$ cat config.mk
export PLATFORM = sky130hd
export DESIGN_NAME = axil2iob
export DESIGN_NICKNAME = d
export VERILOG_FILES = /design/src/rtl/axil2iob.sv
export SDC_FILE = /design/constraint.sdc
export NUM_CORES = 1
export LEC_CHECK = 0
export BUFFER_PORTS_ARGS = -buffer_cell sky130_fd_sc_hd__buf_2
export CAP_MARGIN = 20
export CORE_AREA = 2 2 129 131
export DETAILED_ROUTE_END_ITERATION = 6
export DIE_AREA = 0 0 131 133
export MAX_ROUTING_LAYER = met4
export PLACE_DENSITY = 0.84
export REMOVE_ABC_BUFFERS = 1
export SYNTH_ARGS = -nofsm -noshare
export SYNTH_HDL_FRONTEND = slang
export SYNTH_SLANG_ARGS = --single-unit
$ cat constraint.sdc
create_clock -name clk -period 11.4 [get_ports clk]
set_clock_uncertainty 0.05 [all_clocks]
set_input_delay 1.14 -clock clk [delete_from_list [all_inputs] [get_ports clk]]
set_output_delay 1.14 -clock clk [all_outputs]
set_load 0.1 [all_outputs]
$ cat src/rtl/axil2iob.sv
// axil2iob: AXI4-Lite slave to native valid/ready master bridge; define AXIL2IOB_RR_ARB_EN for round-robin read/write arbitration (default: fixed write priority)
module axil2iob #(
  parameter int AXIL_ADDR_W = 32,
  parameter int AXIL_DATA_W = 32,
  parameter int AXI_ID_W = 1
) (
  input  logic                     clk,
  input  logic                     rst,
  input  logic [AXI_ID_W-1:0]      axil_awid,
  input  logic [AXIL_ADDR_W-1:0]   axil_awaddr,
  input  logic [2:0]               axil_awprot,
  input  logic [3:0]               axil_awqos,
  input  logic                     axil_awvalid,
  output logic                     axil_awready,
  input  logic [AXIL_DATA_W-1:0]   axil_wdata,
  input  logic [AXIL_DATA_W/8-1:0] axil_wstrb,
  input  logic                     axil_wvalid,
  output logic                     axil_wready,
  output logic [AXI_ID_W-1:0]      axil_bid,
  output logic [1:0]               axil_bresp,
  output logic                     axil_bvalid,
  input  logic                     axil_bready,
  input  logic [AXI_ID_W-1:0]      axil_arid,
  input  logic [AXIL_ADDR_W-1:0]   axil_araddr,
  input  logic [2:0]               axil_arprot,
  input  logic [3:0]               axil_arqos,
  input  logic                     axil_arvalid,
  output logic                     axil_arready,
  output logic [AXI_ID_W-1:0]      axil_rid,
  output logic [AXIL_DATA_W-1:0]   axil_rdata,
  output logic [1:0]               axil_rresp,
  output logic                     axil_rvalid,
  input  logic                     axil_rready,
  output logic                     valid,
  output logic [AXIL_ADDR_W-1:0]   addr,
  output logic [AXIL_DATA_W-1:0]   wdata,
  output logic [AXIL_DATA_W/8-1:0] wstrb,
  input  logic [AXIL_DATA_W-1:0]   rdata,
  input  logic                     ready
);
  typedef enum logic [2:0] {IDLE, WRITE, READ, BRESP, RRESP} state_t;
  state_t state;
  logic aw_full, w_full, ar_full;
  logic [AXI_ID_W-1:0] aw_id, ar_id;
  logic [AXIL_ADDR_W-1:0] aw_addr, ar_addr;
  logic [AXIL_DATA_W-1:0] w_data;
  logic [AXIL_DATA_W/8-1:0] w_strb;
  logic aw_hs, w_hs, ar_hs;
  logic [AXI_ID_W-1:0] aw_id_n;
  logic [AXIL_ADDR_W-1:0] aw_addr_n, ar_addr_n;
  logic [AXIL_DATA_W-1:0] w_data_n;
  logic [AXIL_DATA_W/8-1:0] w_strb_n;
  logic wr_pend, rd_pend, pick_wr, pick_rd, wr_done, rd_done;
  logic unused_sideband;
  assign unused_sideband = ^{axil_awprot, axil_arprot, axil_awqos, axil_arqos};
  assign axil_bresp = 2'b00;
  assign axil_rresp = 2'b00;
  assign aw_hs = axil_awvalid & axil_awready;
  assign w_hs = axil_wvalid & axil_wready;
  assign ar_hs = axil_arvalid & axil_arready;
  // holding-register contents including a handshake landing this cycle, so IDLE can launch on the capturing edge
  always_comb begin
    aw_id_n = aw_hs ? axil_awid : aw_id;
    aw_addr_n = aw_hs ? axil_awaddr : aw_addr;
    ar_addr_n = ar_hs ? axil_araddr : ar_addr;
    w_data_n = w_hs ? axil_wdata : w_data;
    w_strb_n = w_hs ? axil_wstrb : w_strb;
    wr_pend = (aw_full | aw_hs) & (w_full | w_hs);
    rd_pend = ar_full | ar_hs;
  end
`ifdef AXIL2IOB_RR_ARB_EN
  logic last_read;
  // remember which kind of native access completed last so the other kind wins the next tie
  always_ff @(posedge clk or posedge rst)
    if (rst) last_read <= 1'b1;
    else if (ready && state == WRITE) last_read <= 1'b0;
    else if (ready && state == READ) last_read <= 1'b1;
  assign pick_wr = (state == IDLE) & wr_pend & (~rd_pend | last_read);
`else
  assign pick_wr = (state == IDLE) & wr_pend;
`endif
  assign pick_rd = (state == IDLE) & rd_pend & ~pick_wr;
  assign wr_done = (state == WRITE & ready) | (pick_wr & w_strb_n == '0);
  assign rd_done = state == READ & ready;
  // capture AW, W and AR independently; each register frees itself when its transaction completes
  always_ff @(posedge clk or posedge rst)
    if (rst) begin
      aw_full <= 1'b0;
      w_full <= 1'b0;
      ar_full <= 1'b0;
      axil_awready <= 1'b0;
      axil_wready <= 1'b0;
      axil_arready <= 1'b0;
      aw_id <= '0;
      aw_addr <= '0;
      w_data <= '0;
      w_strb <= '0;
      ar_id <= '0;
      ar_addr <= '0;
    end else begin
      aw_full <= (aw_full | aw_hs) & ~wr_done;
      w_full <= (w_full | w_hs) & ~wr_done;
      ar_full <= (ar_full | ar_hs) & ~rd_done;
      axil_awready <= ~((aw_full | aw_hs) & ~wr_done);
      axil_wready <= ~((w_full | w_hs) & ~wr_done);
      axil_arready <= ~((ar_full | ar_hs) & ~rd_done);
      if (aw_hs) begin
        aw_id <= axil_awid;
        aw_addr <= axil_awaddr;
      end
      if (w_hs) begin
        w_data <= axil_wdata;
        w_strb <= axil_wstrb;
      end
      if (ar_hs) begin
        ar_id <= axil_arid;
        ar_addr <= axil_araddr;
      end
    end
  // one native transaction at a time, then hold its AXI response until accepted
  always_ff @(posedge clk or posedge rst)
    if (rst) begin
      state <= IDLE;
      valid <= 1'b0;
      addr <= '0;
      wdata <= '0;
      wstrb <= '0;
      axil_bvalid <= 1'b0;
      axil_bid <= '0;
      axil_rvalid <= 1'b0;
      axil_rid <= '0;
      axil_rdata <= '0;
    end else
      case (state)
        IDLE:
          if (pick_wr && w_strb_n != '0) begin
            state <= WRITE;
            valid <= 1'b1;
            addr <= aw_addr_n;
            wdata <= w_data_n;
            wstrb <= w_strb_n;
          end else if (pick_wr) begin
            state <= BRESP;
            axil_bid <= aw_id_n;
          end else if (pick_rd) begin
            state <= READ;
            valid <= 1'b1;
            addr <= ar_addr_n;
            wstrb <= '0;
          end
        WRITE:
          if (ready) begin
            state <= BRESP;
            valid <= 1'b0;
            axil_bvalid <= 1'b1;
            axil_bid <= aw_id;
          end
        READ:
          if (ready) begin
            state <= RRESP;
            valid <= 1'b0;
            axil_rvalid <= 1'b1;
            axil_rid <= ar_id;
            axil_rdata <= rdata;
          end
        BRESP:
          if (!axil_bvalid) axil_bvalid <= 1'b1;
          else if (axil_bready) begin
            axil_bvalid <= 1'b0;
            state <= IDLE;
          end
        RRESP:
          if (axil_rready) begin
            axil_rvalid <= 1'b0;
            state <= IDLE;
          end
        default: state <= IDLE;
      endcase
endmodule

==> results of run 1 <==
==> metrics by stage <==
step / instance area, um2 / util [%] / hold slack [ns] / worst slack [ns]
3_5_place_dp: 10100 / 62.6 / 0.430 / 7.40
6_report: 11000 / 67.7 / 0.441 / 7.96
4_1_cts: 10900 / 67.7 / 0.444 / 7.92
3_3_place_gp: 10100 / 62.6 / 0.424 / 7.41
5_1_grt: 11000 / 67.7 / 0.455 / 7.84
2_1_floorplan: 8530 / - / 0.418 / 4.30
==> critical path: stages <==
cell and delay, ns:
buf_2 0.12, nand2_2 0.66, mux2_4 0.32, or2_4 0.36, buf_4 0.72, mux2_2 0.42
==> cells in the mapped netlist (all sizes together) (3+ instances only) <==
cell type / instances / area [um2]
nor2: 14 / 52.6
a21oi: 4 / 20.0
nand2: 14 / 55.1
nor3: 3 / 31.3
a32o: 4 / 40.0
inv: 36 / 135
buf: 28 / 183
o21ai: 6 / 30.0
nand3: 3 / 20.0
mux2: 170 / 1980
mux2i: 64 / 641
dfrtp: 216 / 5410
==> per-layer routing <==
layer  GRT usage [%]  vias to the layer above
met5               -                        -
met4            5.91                        0
met3            5.30                       37
met2            33.9                      166
met1            25.5                     2664
li1                -                     2510
==> state kept, by name, indices dropped and copies added, names as in the netlist <==
signal and flops:
ar_addr 32, w_strb 4, axil_bvalid 1, w_data 32, state 3, axil_wready 1, addr 32, axil_rid 1
ar_full 1, axil_arready 1, w_full 1, wstrb 4, wdata 32, axil_rvalid 1, axil_rdata 32, valid 1
axil_awready 1, aw_full 1, aw_addr 32, axil_bid 1, ar_id 1, aw_id 1
==> final timing paths <==
kind,startpoint,to,slack [ns],cells past startpoint
min in group asynchronous,rst,w_strb[1],0.81,2
setup reg to reg,axil_wready,wdata[26],8.28,5
hold reg to reg,ar_addr[21],ar_addr[21],0.44,1
setup / recovery,axil_wvalid,wdata[26],7.96,6
max in group asynchronous,rst,aw_addr[11],8.94,3
hold / removal,ar_addr[21],ar_addr[21],0.44,1
==> kinds of logic (layout without fill, tap and decap cells) <==
family,count (synthesis),after routing
XOR/XNOR,1,1
buffers and inverters,66,334
AND/OR/NAND/NOR,41,41
AO/OA/AOI/OAI,21,21
flip-flops,216,216
other,1,6
multiplexers,234,234
==> final cells by class <==
type / count / area, um2
clock buffers: 35 / 703
fillers: 1133 / 5220
multi-input cells: 301 / 3010
clock inverters: 8 / 121
inverters: 36 / 143
repair buffers: 255 / 1290
flip-flops and latches: 216 / 5410
diodes: 2 / 5.00
well taps: 220 / 275
==> metrics, run 1 <==
WP data arrival 3.78 ns; clk_lat worst skew 0.50 ns; number of flops mapped to enable cells by yosys 0; outcome completed; met1 WL 7260 um; initial antenna violation count 2; via count 5377; global route overflow 0; CP Class in -> reg; Hold Buf Count CTS 0; Startpoint Class primary input; die height 133 um; width of the die 131 um; top sig layer met4; Avg WL per Cell between 15 and 20 um; DRC 0; CTS sink count about 220; Synth Area in Compound Gates between 1.5 and 2%; flip-flop and latch count after synthesis around 220; vias in the first global route 5664; Worst Path Required 11.73 ns; largest fanout on the critical path between 40 and 50; antenna-violating nets left 0; Buffers on Ports 249; gr usage total 20.7%; Final Hold Vio Count 0; met3 routed WL 1230 um; Synth Area in XOR/XNOR 0.101%; drt initial violations 228; Max Slew Vio Count 0; # Max-Cap Violations 0; final setup vio count 0; H-tree depth 1; TritonRoute pass-1 iters 4; CTS tree yes; CTS resizes 0; GP Congestion 0.730; CTS Root Cell clkbuf_16; Synth Warn # 0; Synth Area in Simple Gates 2.35%; Clock Path Buffers 3; largest net degree at the start of global routing 142; Inst Count DP 1028; Least-Margin Pin Slew 0.943 ns; commonest non-fill, non-tap cell in the layout buf_2; Post CTS Setup Buffer Count 0; Adder-Cell Fraction of Synth Area 0%; Worst setup EP type register; met2 routed WL 8830 um; ys async rst share 100%; Top FF cell, synth dfrtp_1; num rows 47; worst rel slew slack between 30% and 40%; area grow syn2layout 25.7%; Mapped Cells 580; commonest cells after routing, fill and taps aside buf_2 (249), dfrtp_1 (216), mux2_2 (152); first-pass GRT wire length between 20000 and 30000 um; Reg clk slew, reported paths 0.05 ns; final WL 17700 um; Initial Util between 50 and 60%; die area 0.0174 mm2; CTS buffer count 24; setup tns final 0 ns; Synth Cell Area slightly below 0.009 mm2; Final HPWL DP 12200 um; syn_area_per_cell 15.0 um2; register area share after synthesis between 60% and 70%; IO Count 268; post-synthesis mux area share 30.1%; Highest Clock Rate 290 MHz; fin crit period 3.44 ns; largest family of logic cells by synthesized area multiplexers; final cell count without fillers 1073; layout cell share with drive strength beyond 1 55.2%; RSZ-0062 raised after global routing no; vias per cell about 5; post-synthesis cell type count 35; core area 0.0162 mm2; HP Class reg -> reg; fin nets 990; crit share post-route 30.2%
Power of run 1 is not shown: default switching activity piles up to over one toggle a cycle in this logic, so the estimate is an artifact.
==> inputs of run 2 (changes only) <==
--- a/config.mk
+++ b/config.mk
@@ -7,11 +7,11 @@
 export LEC_CHECK = 0
 export BUFFER_PORTS_ARGS = -buffer_cell sky130_fd_sc_hd__buf_2
 export CAP_MARGIN = 20
-export CORE_AREA = 2 2 129 131
+export CORE_AREA = 2 2 134 136
 export DETAILED_ROUTE_END_ITERATION = 6
-export DIE_AREA = 0 0 131 133
+export DIE_AREA = 0 0 136 138
 export MAX_ROUTING_LAYER = met4
-export PLACE_DENSITY = 0.84
+export PLACE_DENSITY = 0.79
 export REMOVE_ABC_BUFFERS = 1
 export SYNTH_ARGS = -nofsm -noshare
 export SYNTH_HDL_FRONTEND = slang
==> constraint.sdc (replaced) <==
create_clock -name clk -period 3.3 [get_ports clk]
set_clock_uncertainty 0.05 [all_clocks]
set_input_delay 0.33 -clock clk [delete_from_list [all_inputs] [get_ports clk]]
set_output_delay 0.33 -clock clk [all_outputs]
set_load 0.1 [all_outputs]
==> run 2 against run 1 <==
Compared with the run above:
- register-to-register slack worse by 7.5 ns
- sequential share of layout area hardly changed
- routed wire length is 2.1% higher
- clock-buffer cell count is 2 higher
- critical path depth is 1 higher
- die area is 7.7% higher
- final cell count is 0.84% higher
- global-route usage is 0.94 points lower
- sequential cell count stayed put
- worst setup slack worse by 7.2 ns
- non-clock buffer count is 5 higher
- hold slack worse by 0.42 ns
==> metrics, run 2 (synthesis results as in run 1) <==
outcome completed (unchanged); WP depth 7 (was 6); Worst setup EP type register (unchanged); top sig layer met4 (unchanged); CP most frequent cell mux2i_1; worst rel slew slack 36.4% (was 37.1%); Final Hold Vio Count 0 (unchanged); crit share post-route 76.3%; Final HPWL DP 12300 um (was 12200 um); Reg clk slew, reported paths 0.06 ns (was 0.05 ns); Avg WL per Cell 16.7 um (was 16.5 um); Least-Margin Pin Slew 0.950 ns (was 0.943 ns); fin crit period 2.52 ns; delay-heaviest family, CP simple AND/OR/NAND/NOR gates (unchanged); Fill cells 1344 (was 1133); vias per cell 5.06 (was 5.01); CP Class reg -> reg (was in -> reg); CTS buffer count 22 (was 24); CTS sink count 216 (unchanged); first-pass GRT wire length 29000 um (was 27900 um); Highest Clock Rate 397 MHz; cell area after layout 0.0109 mm2 (was 0.0110 mm2); gr usage total 19.8% (was 20.7%); Post CTS Setup Buffer Count 0 (unchanged); layout cell share with drive strength beyond 1 55.5% (was 55.2%); Inst Count DP 1040 (was 1028); die area 0.0188 mm2 (was 0.0174 mm2); CP Capture Point addr[11] (was wdata[26]); Startpoint Class register (was primary input); Crit path largest cell delay 0.53 ns (was 0.72 ns); setup slack, reg-to-reg 0.78 ns (was 8.28 ns); area grow syn2layout 25.6% (was 25.7%); met2 routed WL 8820 um (was 8830 um); Slowest cell on crit path dfrtp_1 (was buf_4); clk_lat worst skew 0.49 ns (was 0.50 ns); DRC 0 (unchanged); RR Endpoint addr[11] (was wdata[26]); commonest non-fill, non-tap cell in the layout buf_2 (unchanged); CP Launch Point state[2] (was axil_wvalid); dpl ws 0.585 ns (was 7.40 ns); antenna-violating nets left 0 (unchanged); worst r2r src state[2] (was axil_wready); commonest cells after routing, fill and taps aside buf_2 (249), dfrtp_1 (216), mux2_2 (152) (unchanged); H-tree depth 1 (unchanged); # Max-Cap Violations 0 (unchanged); vias in the first global route 5805 (was 5664); initial antenna violation count 0 (was 2); final WL 18100 um (was 17700 um); via count 5475 (was 5377); die height 138 um (was 133 um); HP Class in -> reg (was reg -> reg); GP Congestion 0.776 (was 0.730); met1 WL 7510 um (was 7260 um); Buf/Inv on CP 2 (unchanged); met3 routed WL 1290 um (was 1230 um); num rows 49 (was 47); final setup vio count 0 (unchanged); Buffers on Ports 249 (unchanged); largest net degree at the start of global routing 94 (was 142); setup ws final 0.782 ns (was 7.96 ns); Max Slew Vio Count 0 (unchanged); CTS tree yes (unchanged); IO Count 268 (unchanged); core area 0.0175 mm2 (was 0.0162 mm2); R2R depth 7 (was 5); fin nets 993 (was 990); final cell count without fillers 1082 (was 1073); crit-path cells nor3_4, nand3_2, or2_4, buf_16, buf_4, mux2i_1, mux2i_1 (was buf_2, nand2_2, mux2_4, or2_4, buf_4, mux2_2); Initial Util 49.7% (was 53.9%); CTS resizes 0 (unchanged); Worst Path Required 3.62 ns (was 11.73 ns); ANT cells 0 (was 2); drt initial violations 237 (was 228); TritonRoute pass-1 iters 4 (unchanged); placed cell area 0.0102 mm2 (was 0.0101 mm2); width of the die 136 um (was 131 um); RSZ-0062 raised after global routing no (unchanged); CTS Root Cell clkbuf_16 (unchanged); global route overflow 0 (unchanged); Clock Path Buffers 3 (unchanged); WP data arrival 2.84 ns (was 3.78 ns); largest fanout on the critical path 41 (was 47)
## run 2: worst min-delay path by stage
stage | cells after the start | endpoint | start
5_1_grt | 2 | axil_rdata[14] | rdata[14]
2_1_floorplan | 1 | valid | ready
4_1_cts | 2 | axil_rdata[25] | rdata[25]
6_report | 2 | axil_rdata[10] | rdata[10]
3_3_place_gp | 1 | w_data[30] | w_data[30]
3_5_place_dp | 2 | w_data[17] | rst
## run 2: through the flow
stage	utilization (%)	hold WS (ns)	setup TNS (ns)
after detailed placement	58.1	0.431	0
final	62.4	0.0173	0
after global placement	58.1	0.424	0
after floorplan	-	0.375	-726.29
after global routing	62.4	0.00388	0
after CTS	62.3	0.00286	0
## run 2: layout make-up
class | count | area (um2) | area share [%]
well taps | 229 | 287 | 2.62
inverters | 36 | 143 | 1.30
clock inverters | 3 | 15.0 | 0.137
flip-flops and latches | 216 | 5410 | 49.4
multi-input cells | 301 | 3010 | 27.5
repair buffers | 260 | 1380 | 12.6
clock buffers | 37 | 708 | 6.47
## run 2: per-layer routing
| layer | vias to the layer above | global-route usage [%] |
|---|---|---|
| met5 | - | - |
| met4 | 0 | 5.92 |
| met3 | 39 | 4.44 |
| met2 | 170 | 32.4 |
| met1 | 2758 | 24.5 |
| li1 | 2508 | - |
## run 2: repair_timing
item	4_1_cts	5_1_grt
hold buffers	1	0
endpoints found under the setup margin	0	0
endpoints found under the hold margin	89	0
Power of run 2 is left out for the same reason.
